File: src/rtl/phase_capture_deadlock_pkg.sv
// rtl/phase_capture_deadlock_pkg.sv - shared types and sizing for the deadlock report collector
package phase_capture_deadlock_pkg;

   typedef enum logic [1:0] {
      IDLE,
      COUNT,
      REPORT,
      HOLD
   } state_t;

   localparam int IDX_W = 4;

   // Counter must hold THRESH itself without wrapping.
   function automatic int cnt_width(input int thresh);
      return $clog2(thresh + 1);
   endfunction

endpackage

File: src/rtl/phase_capture_prio_enc.sv
// rtl/phase_capture_prio_enc.sv - lowest-set-bit encoder over the monitor block vector
module phase_capture_prio_enc
   import phase_capture_deadlock_pkg::*;
#(
   parameter int NUM_MON = 4
) (
   input  logic [NUM_MON-1:0] mon_block,
   output logic [IDX_W-1:0]   cand,
   output logic               any
);

   // Scan downward so the lowest asserted index is the last one written.
   always_comb begin
      cand = '0;
      for (int i = NUM_MON - 1; i >= 0; i--) begin
         if (mon_block[i]) begin
            cand = IDX_W'(i);
         end
      end
   end

   assign any = |mon_block;

endmodule

File: src/rtl/phase_capture_hls_deadlock_report_collector.sv
// rtl/phase_capture_hls_deadlock_report_collector.sv - qualifies persistent monitor blocks and presents one report per episode
module phase_capture_hls_deadlock_report_collector
   import phase_capture_deadlock_pkg::*;
#(
   parameter int NUM_MON = 4,
   parameter int INFO_W  = 1,
   parameter int THRESH  = 1024,
   parameter int TS_W    = 32
) (
   input  logic                      clock,
   input  logic                      reset,
   input  logic [NUM_MON-1:0]        mon_block,
   input  logic [NUM_MON*INFO_W-1:0] mon_info,
   input  logic                      clear,
   output logic                      report_valid,
   input  logic                      report_ready,
   output logic [IDX_W-1:0]          report_idx,
   output logic [INFO_W-1:0]         report_info,
   output logic [TS_W-1:0]           report_ts,
   output logic                      deadlock
);

   localparam int CNT_W = cnt_width(THRESH);

   state_t             state, state_n;
   logic [TS_W-1:0]    ts;
   logic [IDX_W-1:0]   trk_idx, trk_idx_n;
   logic [CNT_W-1:0]   cnt, cnt_n;
   logic [TS_W-1:0]    first_ts, first_ts_n;
   logic               load_report;
   logic [IDX_W-1:0]   cand;
   logic               any;
   logic               trk_blk;
   logic [INFO_W-1:0]  trk_info;

   phase_capture_prio_enc #(
      .NUM_MON (NUM_MON)
   ) u_prio_enc (
      .mon_block (mon_block),
      .cand      (cand),
      .any       (any)
   );

   // Mux out the tracked monitor's block bit and info slice.
   always_comb begin
      trk_blk  = 1'b0;
      trk_info = '0;
      for (int i = 0; i < NUM_MON; i++) begin
         if (trk_idx == IDX_W'(i)) begin
            trk_blk  = mon_block[i];
            trk_info = mon_info[i*INFO_W +: INFO_W];
         end
      end
   end

   always_comb begin
      state_n     = state;
      trk_idx_n   = trk_idx;
      cnt_n       = cnt;
      first_ts_n  = first_ts;
      load_report = 1'b0;
      case (state)
         IDLE: begin
            if (any) begin
               state_n    = COUNT;
               trk_idx_n  = cand;
               cnt_n      = CNT_W'(1);
               first_ts_n = ts;
            end
         end
         COUNT: begin
            if (!trk_blk && any) begin
               trk_idx_n  = cand;
               cnt_n      = CNT_W'(1);
               first_ts_n = ts;
            end else if (!any) begin
               state_n = IDLE;
               cnt_n   = '0;
            end else if (cnt == CNT_W'(THRESH)) begin
               state_n     = REPORT;
               load_report = 1'b1;
            end else begin
               cnt_n = cnt + CNT_W'(1);
            end
         end
         REPORT: begin
            if (report_ready) begin
               state_n = HOLD;
            end
         end
         HOLD: begin
            // Wait for the episode to end so it cannot be reported twice.
            if (!any) begin
               state_n = IDLE;
               cnt_n   = '0;
            end
         end
         default: begin
            state_n = IDLE;
            cnt_n   = '0;
         end
      endcase
      if (clear) begin
         state_n     = IDLE;
         cnt_n       = '0;
         load_report = 1'b0;
      end
   end

   always_ff @(posedge clock) begin
      if (reset) begin
         state       <= IDLE;
         ts          <= '0;
         trk_idx     <= '0;
         cnt         <= '0;
         first_ts    <= '0;
         report_idx  <= '0;
         report_info <= '0;
         report_ts   <= '0;
         deadlock    <= 1'b0;
      end else begin
         state    <= state_n;
         trk_idx  <= trk_idx_n;
         cnt      <= cnt_n;
         first_ts <= first_ts_n;
         if (ts != {TS_W{1'b1}}) begin
            ts <= ts + TS_W'(1);
         end
         if (load_report) begin
            report_idx  <= trk_idx;
            report_info <= trk_info;
            report_ts   <= first_ts;
         end
         if (clear) begin
            deadlock <= 1'b0;
         end else if (load_report) begin
            deadlock <= 1'b1;
         end
      end
   end

   assign report_valid = (state == REPORT);

endmodule

File: config.mk
export PLATFORM = sky130hd
export DESIGN_NAME = phase_capture_hls_deadlock_report_collector
export DESIGN_NICKNAME = d
export VERILOG_FILES = /design/src/rtl/phase_capture_deadlock_pkg.sv /design/src/rtl/phase_capture_prio_enc.sv /design/src/rtl/phase_capture_hls_deadlock_report_collector.sv
export SDC_FILE = /design/constraint.sdc
export NUM_CORES = 1
export LEC_CHECK = 0
export ABC_AREA = 1
export BUFFER_PORTS_ARGS = -buffer_cell sky130_fd_sc_hd__buf_2
export CELL_PAD_IN_SITES_DETAIL_PLACEMENT = 0
export CELL_PAD_IN_SITES_GLOBAL_PLACEMENT = 1
export CORE_ASPECT_RATIO = 0.9
export CORE_MARGIN = 1.5
export CORE_UTILIZATION = 43
export DETAILED_ROUTE_END_ITERATION = 16
export PLACE_DENSITY = 0.86
export SYNTH_ARGS = -nofsm -noshare
export SYNTH_HDL_FRONTEND = slang
export SYNTH_SLANG_ARGS = --single-unit
File: constraint.sdc
create_clock -name clock -period 1.92 [get_ports clock]
set_input_delay 0.096 -clock clock [delete_from_list [all_inputs] [get_ports clock]]
set_output_delay 0.096 -clock clock [all_outputs]
set_load 0.01 [all_outputs]
==> impl_metrics.ini <==
[power_and_ir_drop]
leakage_nw = 2.95
finalPower_mw = 5.99
powerDensity_mw_per_mm2 = 907
peakVddDrop_mv = 0.682

[critical_path]
cp-start-kind = register
crit_type = reg -> reg
cp.arrival_ns = 2.16
cp.required_ns = 2.28
endpoint_kind = register
worstPathMaxFanout = 11

[yosys]
synth_area_mm2 = 0.00553
ys_types = 36
synth_largest_area_cell = dfxtp_1
yosysWarnings = 0
synth_area_leaders = dfxtp_1 42%, nand2_1 11%, nor2_1 8.7%
synthCells = 784
ys_seq_elements = 115
avgSynthCellArea_um2 = 7.06
ys_seq_area_share_pct = 41.6
synth_top_area_share_pct = 41.6

[grt]
grt_max_degree = 61
antenna_found_initial = 0
grt_use_total_pct = 21.8
grt-ovfl-total = 0
grt_pass1_wl_mm = 23.1
grt_pass1_vias = 4728

[die]
die_h_um = 111
dieArea_mm2 = 0.0136
design.core.area_mm2 = 0.0126
die_w_um = 123
fp-row-count = 39
io_pins = 51
start_util_pct = 43.8

[min_path]
hp-class = in -> reg

[finish]
nNetsFinal = 858
ff_latch_area_mm2 = 0.00230
diodes = 0
nFillCells = 1186
area_growth_pct = 19.5
drive_above_1_share_pct = 17.3
final_cell_mix = 156 x nand2_1, 126 x nor2_1, 113 x dfxtp_1, 78 x inv_1, 77 x o21ai_0
layout_commonest_cell = nand2_1
multi_input_area_mm2 = 0.00267

[clocking]
root_buffer = clkbuf_16
max-clock-path-buffers = 2
cts_tree = done
cts_buffers = 17
cts.sink_count = 115
cts.htree.levels = 4
clk-insertion-delay-late_ns = 0.42
clkTransAtPathRegs_ns = 0.06

[detailed_routing]
drc_errors = 0
drt_iter0_markers = 546
num_vias = 5246
ant_nets = 0
wl_met1_mm = 6.96
met3_length_um = 882
wl_per_cell_um = 14.2
via_per_inst = 5.14
firstDrtPassIters = 5
wirelength_mm = 14.5
maxUsedRoutingLayer = met4
wl_met2_mm = 6.43

[sta]
finalWorstPathRequiredPeriod_ns = 1.80
holdWs_ns = 0.0240
post-route-period-util_pct = 93.7
hold_viol = 0
fin_worst_skew_ns = 0.00739
drv_slew = 0
clock.fmax_ghz = 0.556
finalSetupViolCount = 0

[outcome]
outcome = completed

[run]
maxCapViolCount = 0

[placed_design]
post-dp-hpwl_mm = 10.3
portBuffers = 48
gp_congestion = 0.909
final timing paths:
kind	cells after the start	slack, ns	start	endpoint
setup / recovery	12	0.12	cnt[0]$_SDFFE_PP0P_	report_ts[0]$_SDFFE_PP0P_
hold reg to reg	2	0.46	report_info$_SDFFE_PP0P_	report_info$_SDFFE_PP0P_
setup reg to reg	12	0.12	cnt[0]$_SDFFE_PP0P_	report_ts[0]$_SDFFE_PP0P_
hold / removal	4	0.02	mon_block[0]	trk_idx[0]$_SDFFE_PP0P_
state kept, by name (all words and copies together), names as in the netlist, 2 cells and up, named ones only:
| name | count |
|---|---|
| trk_idx | 2 |
| report_ts | 32 |
| ts | 32 |
| report_idx | 2 |
| first_ts | 32 |
| cnt | 11 |
power by group:
| part | internal, mW | total (mW) | switching (mW) |
|---|---|---|---|
| clock | 2.08 | 3.23 | 1.15 |
| sequential | 2.44 | 2.48 | 0.0379 |
| combinational | 0.0940 | 0.291 | 0.197 |
worst max-delay path: stages, from the launching register on:
cell and delay [ns]:
dfxtp_1 0.31, inv_1 0.10, ha_1 0.18, inv_1 0.05, nor2_2 0.07, nand2_1 0.08
nor3_2 0.13, nand2_2 0.14, nor2_8 0.15, buf_4 0.17, clkbuf_16 0.16, o21ai_0 0.07
nor2_1 0.12
cells by family (layout without fill, tap and decap cells):
family	after synthesis	in the layout	synth area share, %
fa+ha+maj	3	3	0.678
flops	115	115	41.6
simple gates	404	404	32.7
buf+inv	117	188	10.4
xor+xnor	10	10	1.58
compound gates	134	134	12.9
other cells	1	2	0.0678
Yosys cell counts (all sizes together):
master  number
xor2         9
nand2      163
or2          1
clkbuf       8
xnor2        1
nor3b        2
dfxtp      115
nand4       14
a21oi       49
nand3       59
conb         1
inv         83
buf         25
a31oi        7
nor2       145
o21ai       78
ha           3
nand3b       5
nor3        15
clkinv       1
repair_timing:
action | in CTS | in global routing
setup endpoints to repair | 0 | 55
hold buffers | 1 | 0
gates resized for setup | 0 | 7
setup buffers | 0 | 4
hold endpoints to repair | 3 | 0
final cells by class:
class | instances | share of cell area [%]
multi-input cells | 553 | 40.4
flip-flops and latches | 115 | 34.9
repair buffers | 72 | 7.68
clock buffers | 20 | 6.76
inverters | 84 | 4.88
well taps | 164 | 3.10
clock inverters | 12 | 2.35
through the flow:
step / cells / setup slack [ns] / setup TNS (ns) / area (µm²) / util [%]
after floorplan: 785 / 0.247 / 0 / 5540 / -
after global placement: 981 / 0.116 / 0 / 5890 / 46.6
after detailed placement: 981 / 0.0558 / 0 / 5890 / 46.6
after CTS: 1014 / 0.0429 / 0 / 6500 / 51.4
after global routing: 1020 / -0.000543 / -0.000543 / 6610 / 52.3
final: 1020 / 0.121 / 0 / 6610 / 52.3
per-layer routing:
layer	up-vias	track usage [%]
met4	0	7.60
met1	2429	30.5
met2	160	32.5
met5	-	0
li1	2635	-
met3	22	5.42
No activity file was read; power rests on OpenSTA's default activity.
